$ cat config.mk
export PLATFORM = sky130hd
export DESIGN_NAME = clk_gen_dcm
export DESIGN_NICKNAME = d
export VERILOG_FILES = /design/src/rtl/clk_gen_pkg.sv /design/src/rtl/clk_gen_lock_seq.sv /design/src/rtl/clk_gen_dcm.sv
export SDC_FILE = /design/constraint.sdc
export NUM_CORES = 1
export LEC_CHECK = 0
export CAP_MARGIN = 20
export CORE_UTILIZATION = 55
export DETAILED_ROUTE_END_ITERATION = 7
export PLACE_DENSITY = 0.72
export SYNTH_ARGS = -nofsm -noshare
export SYNTH_HDL_FRONTEND = slang
export SYNTH_HIERARCHICAL = 1
export SYNTH_SLANG_ARGS = --single-unit
export TNS_END_PERCENT = 5
$ cat constraint.sdc
create_clock -name CLK_IN1 -period 2.2 [get_ports CLK_IN1]
set_clock_uncertainty 0.15 [all_clocks]
set_input_delay 0.44 -clock CLK_IN1 [delete_from_list [all_inputs] [get_ports CLK_IN1]]
set_output_delay 0.44 -clock CLK_IN1 [all_outputs]
set_load 0.01 [all_outputs]
$ cat src/rtl/clk_gen_pkg.sv
// ---------------------------------------------------------------------------
// clk_gen_pkg
// Shared constants and types for the DMA clock-manager stand-in
// (clk_gen_dcm and its lock sequencer clk_gen_lock_seq).
//   CG_LOCK_CYCLES_DEF : default number of released edges before LOCKED
//   CG_VALID_DELAY_DEF : default LOCKED -> CLK_VALID delay in cycles
//   CG_CNT_W           : lock-counter width (covers LOCK_CYCLES up to 65535)
//   cgLockState_t      : lock sequencer state
// ---------------------------------------------------------------------------
package clk_gen_pkg;

    localparam int CG_LOCK_CYCLES_DEF = 64;
    localparam int CG_VALID_DELAY_DEF = 2;
    localparam int CG_CNT_W           = 16;

    typedef enum logic [1:0] {
        CG_RESET   = 2'd0,
        CG_LOCKING = 2'd1,
        CG_LOCKED  = 2'd2
    } cgLockState_t;

endpackage

$ cat src/rtl/clk_gen_lock_seq.sv
// ---------------------------------------------------------------------------
// clk_gen_lock_seq
// Lock sequencer for clk_gen_dcm: counts released clock edges, raises
// o_locked LOCK_CYCLES edges after the first edge with i_reset low, and
// delays it by VALID_DELAY cycles to form o_clkValid.
// Ports:
//   i_clk      : pci_clk_in, the buffered PCI clock
//   i_reset    : synchronous active-high reset
//   o_locked   : registered lock indication
//   o_clkValid : o_locked delayed by VALID_DELAY cycles, cleared by reset
// ---------------------------------------------------------------------------
module clk_gen_lock_seq
    import clk_gen_pkg::*;
#(
    parameter int LOCK_CYCLES = CG_LOCK_CYCLES_DEF,
    parameter int VALID_DELAY = CG_VALID_DELAY_DEF
) (
    input  logic i_clk,
    input  logic i_reset,
    output logic o_locked,
    output logic o_clkValid
);

    localparam logic [CG_CNT_W-1:0] LAST_COUNT = CG_CNT_W'(LOCK_CYCLES - 1);

    cgLockState_t            r_state;
    cgLockState_t            w_stateNext;
    logic [CG_CNT_W-1:0]     r_count;
    logic [CG_CNT_W-1:0]     w_countNext;
    logic                    r_locked;
    logic [VALID_DELAY-1:0]  r_validSr;

    // State and counter registers; reset discards any partial count.
    always_ff @(posedge i_clk) begin
        if (i_reset) begin
            r_state <= CG_RESET;
            r_count <= '0;
        end else begin
            r_state <= w_stateNext;
            r_count <= w_countNext;
        end
    end

    // The first released edge only leaves CG_RESET; counting starts on the
    // next edge, so the lock lands exactly LOCK_CYCLES edges after the first
    // edge with reset low. Once locked the counter holds without wrapping.
    always_comb begin
        w_stateNext = r_state;
        w_countNext = r_count;
        case (r_state)
            CG_RESET: begin
                w_stateNext = CG_LOCKING;
            end
            CG_LOCKING: begin
                if (r_count == LAST_COUNT) begin
                    w_stateNext = CG_LOCKED;
                end else begin
                    w_countNext = r_count + CG_CNT_W'(1);
                end
            end
            CG_LOCKED: begin
                w_stateNext = CG_LOCKED;
            end
            default: begin
                w_stateNext = CG_RESET;
            end
        endcase
    end

    // LOCKED gets its own flop so the output never decodes a multi-bit
    // state transition. The valid shift register is cleared together with
    // LOCKED, so CLK_VALID falls on the same edge with no delay.
    always_ff @(posedge i_clk) begin
        if (i_reset) begin
            r_locked  <= 1'b0;
            r_validSr <= '0;
        end else begin
            r_locked  <= (w_stateNext == CG_LOCKED);
            r_validSr <= (r_validSr << 1) | VALID_DELAY'(r_locked);
        end
    end

    assign o_locked   = r_locked;
    assign o_clkValid = r_validSr[VALID_DELAY-1];

endmodule

$ cat src/rtl/clk_gen_dcm.sv
// ---------------------------------------------------------------------------
// clk_gen_dcm
// Behavioural/synthesizable stand-in for the DMA clock-manager primitive.
// Buffers the PCI clock, derives a half-rate Wishbone clock and a 1x
// Wishbone "2x" clock, and reports LOCKED / CLK_VALID status.
// Ports:
//   CLK_IN1    : raw PCI reference clock
//   RESET      : synchronous active-high reset, sampled on pci_clk_in
//   CLK_IN_BUF : buffered CLK_IN1 (pci_clk_in)
//   CLK_OUT1   : CLK_IN1/2, 50% duty
//   CLK_OUT2   : same frequency as CLK_IN1
//   LOCKED     : output clocks stable
//   CLK_VALID  : LOCKED delayed by VALID_DELAY cycles
// Build option:
//   CLK_GEN_OUT_GATE_EN : hold CLK_OUT1/CLK_OUT2 low until LOCKED. When
//                         undefined, both outputs run freely.
// ---------------------------------------------------------------------------
module clk_gen_dcm
    import clk_gen_pkg::*;
#(
    parameter int LOCK_CYCLES = CG_LOCK_CYCLES_DEF,
    parameter int VALID_DELAY = CG_VALID_DELAY_DEF
) (
    input  logic CLK_IN1,
    input  logic RESET,
    output logic CLK_IN_BUF,
    output logic CLK_OUT1,
    output logic CLK_OUT2,
    output logic LOCKED,
    output logic CLK_VALID
);

    logic pci_clk_in;
    logic w_locked;
    logic r_phase;

    // Pure buffer: no logic and no gating, so it runs through reset.
    assign pci_clk_in = CLK_IN1;
    assign CLK_IN_BUF = pci_clk_in;

    clk_gen_lock_seq #(
        .LOCK_CYCLES (LOCK_CYCLES),
        .VALID_DELAY (VALID_DELAY)
    ) u_lockSeq (
        .i_clk      (pci_clk_in),
        .i_reset    (RESET),
        .o_locked   (w_locked),
        .o_clkValid (CLK_VALID)
    );

    assign LOCKED = w_locked;

    // Divide-by-two phase flop; first rising output edge lands on the
    // first released input edge.
    always_ff @(posedge pci_clk_in) begin
        if (RESET) begin
            r_phase <= 1'b0;
        end else begin
            r_phase <= ~r_phase;
        end
    end

`ifdef CLK_GEN_OUT_GATE_EN
    logic r_gateN;

    // Capturing LOCKED while the clock is low means the gate only opens
    // between pulses, so the first CLK_OUT2 pulse is always full width.
    always_ff @(negedge pci_clk_in) begin
        r_gateN <= w_locked;
    end

    assign CLK_OUT1 = r_phase & w_locked;
    assign CLK_OUT2 = pci_clk_in & r_gateN;
`else
    assign CLK_OUT1 = r_phase;
    assign CLK_OUT2 = pci_clk_in;
`endif

endmodule

Word level (Yosys, flattened, before mapping)
Cells that the tools add are included.
{"block": "classes", "n_reduce_logical": 2, "mux": 2, "addsub": 1, "eq_ne": 4, "div": 0, "n_shift": 0, "order_cmp": 0, "multipliers": 0, "bitwise": 3}
{"op": "16-bit by 1-bit adder with 16-bit output (second input constant)", "count": 1}
{"op": "16-bit by 6-bit == test with 1-bit output (second input constant)", "count": 1}
{"op": "2-bit case mux with 3 select lines", "count": 1}
{"op": "2-bit == test (second input constant)", "count": 2}
{"op": "2-bit by 1-bit == test with 1-bit output (second input constant)", "count": 1}
{"op": "2-bit zero test", "count": 1}
{"op": "2-bit two-way mux", "count": 1}
{"op": "1-bit inverter", "count": 2}
{"op": "2-bit by 1-bit bitwise OR with 2-bit output", "count": 1}
{"op": "2-bit AND reduction", "count": 1}
{"block": "totals", "rom_bits": 0, "input_bits": 2, "latch_bits": 0, "wordCells": 17, "regBits": 22, "ramBits": 0, "out_inout_bits": 5, "memories": 0}

Logic depth before layout (Yosys ltp)
Gate-level depths: netlist of the first run.
{"block": "logic_depth", "ltp_word": 4, "ltp_mapped": 6, "mapped_depth_nobuf": 5}

Modules after synthesis
Netlist of the first run, hierarchy kept.
{"module": "clk_gen_lock_seq", "cells_each": 112, "seq_area_each_um2": 420.4, "instances": 1, "area_each_um2": 964.7}
{"module": "clk_gen_dcm", "cells_each": 4, "seq_area_each_um2": 20.0, "instances": 1, "area_each_um2": 38.8}

==> flow_summary.toml, run 1 <==
[clocking]
cts_tree = "yes"
insertion_delay_ns = 0.43
cts_setup_buffers = 0
path_clk_slew_ns = 0.11
cts_resized = 4
cts_hold_buf = 0

[yosys]
synth_top_area_share_pct = 43.9
synth_top_family_by_area = "simple AND/OR/NAND/NOR gates"
synth_top_cell_by_area = "dfxtp_1"
synthTopCellsByArea = "dfxtp_1 44%, or3_1 6.2%, a21oi_1 6.0%, o21ai_0 5.0%, nor2b_1 4.4%"
synth_simple_gate_area_share_pct = 32.9
synth_mux_area_share_pct = 3.37
synth_nets = 119
synth-seq-area-share_pct = 43.9
syn-cell-area_mm2 = 0.00100
syn_avg_cell_area_um2 = 8.65
async_flop_share_pct = 0
yosys_most_used_dff = "dfxtp_1"
synth_edf_count = 0
synth-xor-area-share_pct = 1.75
synth_compound_area_share_pct = 12.6
ys_ff_latch = 22
syn_inst = 116
synth_fa_ha_area_share_pct = 1.25
ys_types = 32
yosys_warnings = 6

[floorplan]
design.core.area_mm2 = 0.00173
die_w_um = 44.7
num_rows = 15
die_y_um = 44.7
io-pin-count = 7
dieArea_mm2 = 0.00200
initial_core_util_pct = 58.1

[global_route]
grt.busiest_layer = "met2"
grt_overflow = 0
use_met2_pct = 30.9
grt_util_met3_pct = 8.80
grt_pass1_vias = 742
use_met1_pct = 26.8
grt_usage_pct = 20.8
grt_pass1_wl_um = 3010
grt_max_degree = 15
antenna_found_initial = 0

[route]
dr.pass1.iters = 4
via_count = 853
wl_per_cell_um = 12.6
drtIter0Drc = 30
ant_nets = 0
viasPerCell = 5.61
drc_errors = 0
finalWirelength_um = 1910

[placed_design]
dpl_worst_slack_ns = 0.0612
gp_congestion = 0.775
hpwl_um = 1280
dp.cells = 144
io_buffers = 6

[flow_run]
drv_cap = 0

[setup_path]
path_class = "clk2out"
cp-end-kind = "primary output"
worstPathRequired_ns = 1.61
path_max_fanout = 2
start_kind = "clock port"
critical_path_arrival_ns = 1.56
r2r-start = "u_lockSeq/r_count[0]"
startpoint = "CLK_IN1"

[final_layout]
nets = 131
finish.utilization_pct = 67.5
syn_to_final_growth_pct = 16.2
instances_no_fill = 152
diodes = 0
drive_gt1_share_pct = 15.7
nFillCells = 146

[power]
p_leak_uw = 0.000402
ir_drop_uv = 523
p_int_uw = 723
power_frac_seq_pct = 43.9
clock_power_share_pct = 53.0
switching_power_uw = 206
swShare_pct = 22.2
comb_power_share_pct = 3.1
power_density_mw_per_mm2 = 797

[timing]
finalSetupTns_ns = 0
relSlewSlack_pct = 70.6
rsz0062_at_grt = "no"
hold_viol_final = 0
slew_viol_final = 0
tightest_slew_ns = 0.438
setup_viol = 0
postLayoutSetupSlackWorst_ns = 0.0534

[min_path]
hp-class = "reg2reg"
hold_start = "CLK_OUT1"

[status]
status = "completed"
-- placed cells by master (no fill, tap or decap) --
cell / count
dfxtp_1: 22
a21oi_1: 12
o21ai_0: 10
or3_1: 10
nor2_1: 9
clkbuf_4: 8
nor2b_1: 7
nand2_1: 6
clkdlybuf4s50_1: 4
nor4_1: 3
inv_1: 3
nand4_1: 3
nor3_1: 3
mux2_2: 3
buf_4: 3
and3_1: 2
nand3_1: 2
xnor2_1: 2
bufinv_16: 1
clkdlybuf4s15_1: 1
nor4bb_1: 1
and4_1: 1
a211oi_1: 1
nand3_2: 1
nand2b_4: 1
or4_4: 1
or2_2: 1
or4b_1: 1
nand2b_1: 1
a31o_2: 1
nor4b_1: 1
nand3b_1: 1
ha_1: 1
-- per-layer routing --
layer	share of wire (%)	up-vias
met5	0	-
met4	0.21	0
met3	6.4	2
met2	46	26
met1	48	382
li1	-	443
-- stage by stage --
step | area (um^2) | power [uW] | hold slack [ns]
after floorplan | 1000 | 508 | 0.264
after global placement | 1090 | 536 | 0.249
after detailed placement | 1090 | 538 | 0.254
after CTS | 1170 | 944 | 0.271
after global routing | 1170 | 970 | 0.296
final | 1170 | 929 | 0.264
-- state kept, by name (all words and copies together) (netlist names) --
name and cells:
u_lockSeq/r_count 16, u_lockSeq/r_validSr 2, u_lockSeq/o_locked 1, u_lockSeq/r_state 2, CLK_OUT1 1
-- synthesized netlist by cell type, types with 2 or more instances --
cell / number
clkbuf_1: 2
inv_1: 3
and3_1: 2
nor4_1: 3
mux2_2: 3
buf_4: 2
nand4_1: 3
nor2_1: 9
xnor2_1: 2
nand2_1: 6
o21ai_0: 10
nand3_1: 2
dfxtp_1: 22
or3_1: 10
a21oi_1: 12
nor3_1: 3
nor2b_1: 7
-- area by class of cell --
type / instances / area [um^2] / area share, %
tap: 25 / 31.3 / 2.68
clock buffer: 9 / 70.1 / 6.01
timing repair buffer: 7 / 62.6 / 5.36
multi-input combinational: 85 / 520 / 44.6
sequential: 22 / 440 / 37.8
clock inverter: 1 / 30.0 / 2.58
inverter: 3 / 11.3 / 0.966
-- power groups by stage --
stage	logic, uW	clock network [uW]	registers, uW
after detailed placement	28.5	92.5	417
after floorplan	16.1	74.9	417
after CTS	28.5	507	408
final	28.4	492	408
after global routing	30.9	530	409
after global placement	27.4	92.5	417
-- worst max-delay path, stage by stage --
cell	delay, ns
clkbuf_4	0.11
clkbuf_4	0.12
clkdlybuf4s15_1	0.22
-- path summary, 6_finish.rpt --
check,end,slack [ns],cells past startpoint
max,CLK_IN_BUF,0.05,3
max reg2reg,u_lockSeq/r_count[3],0.14,5
min,CLK_OUT1,0.26,1
min reg2reg,CLK_OUT1,0.26,1
-- cell families (layout without fill, tap and decap cells) --
family          count (synthesis)  after routing
xor+xnor                        2              2
flops                          22             22
compound gates                 24             24
buf+inv                         9             20
mux                             3              3
fa+ha+maj                       1              1
simple gates                   55             55
Note: power is estimated with default switching activity, not from simulation.
==> inputs of run 2 (changes only) <==
- GPL_ROUTABILITY_DRIVEN: unset -> 0
==> results of run 2 <==
The final DEF is identical to that of run 1; final timing and power are the same.
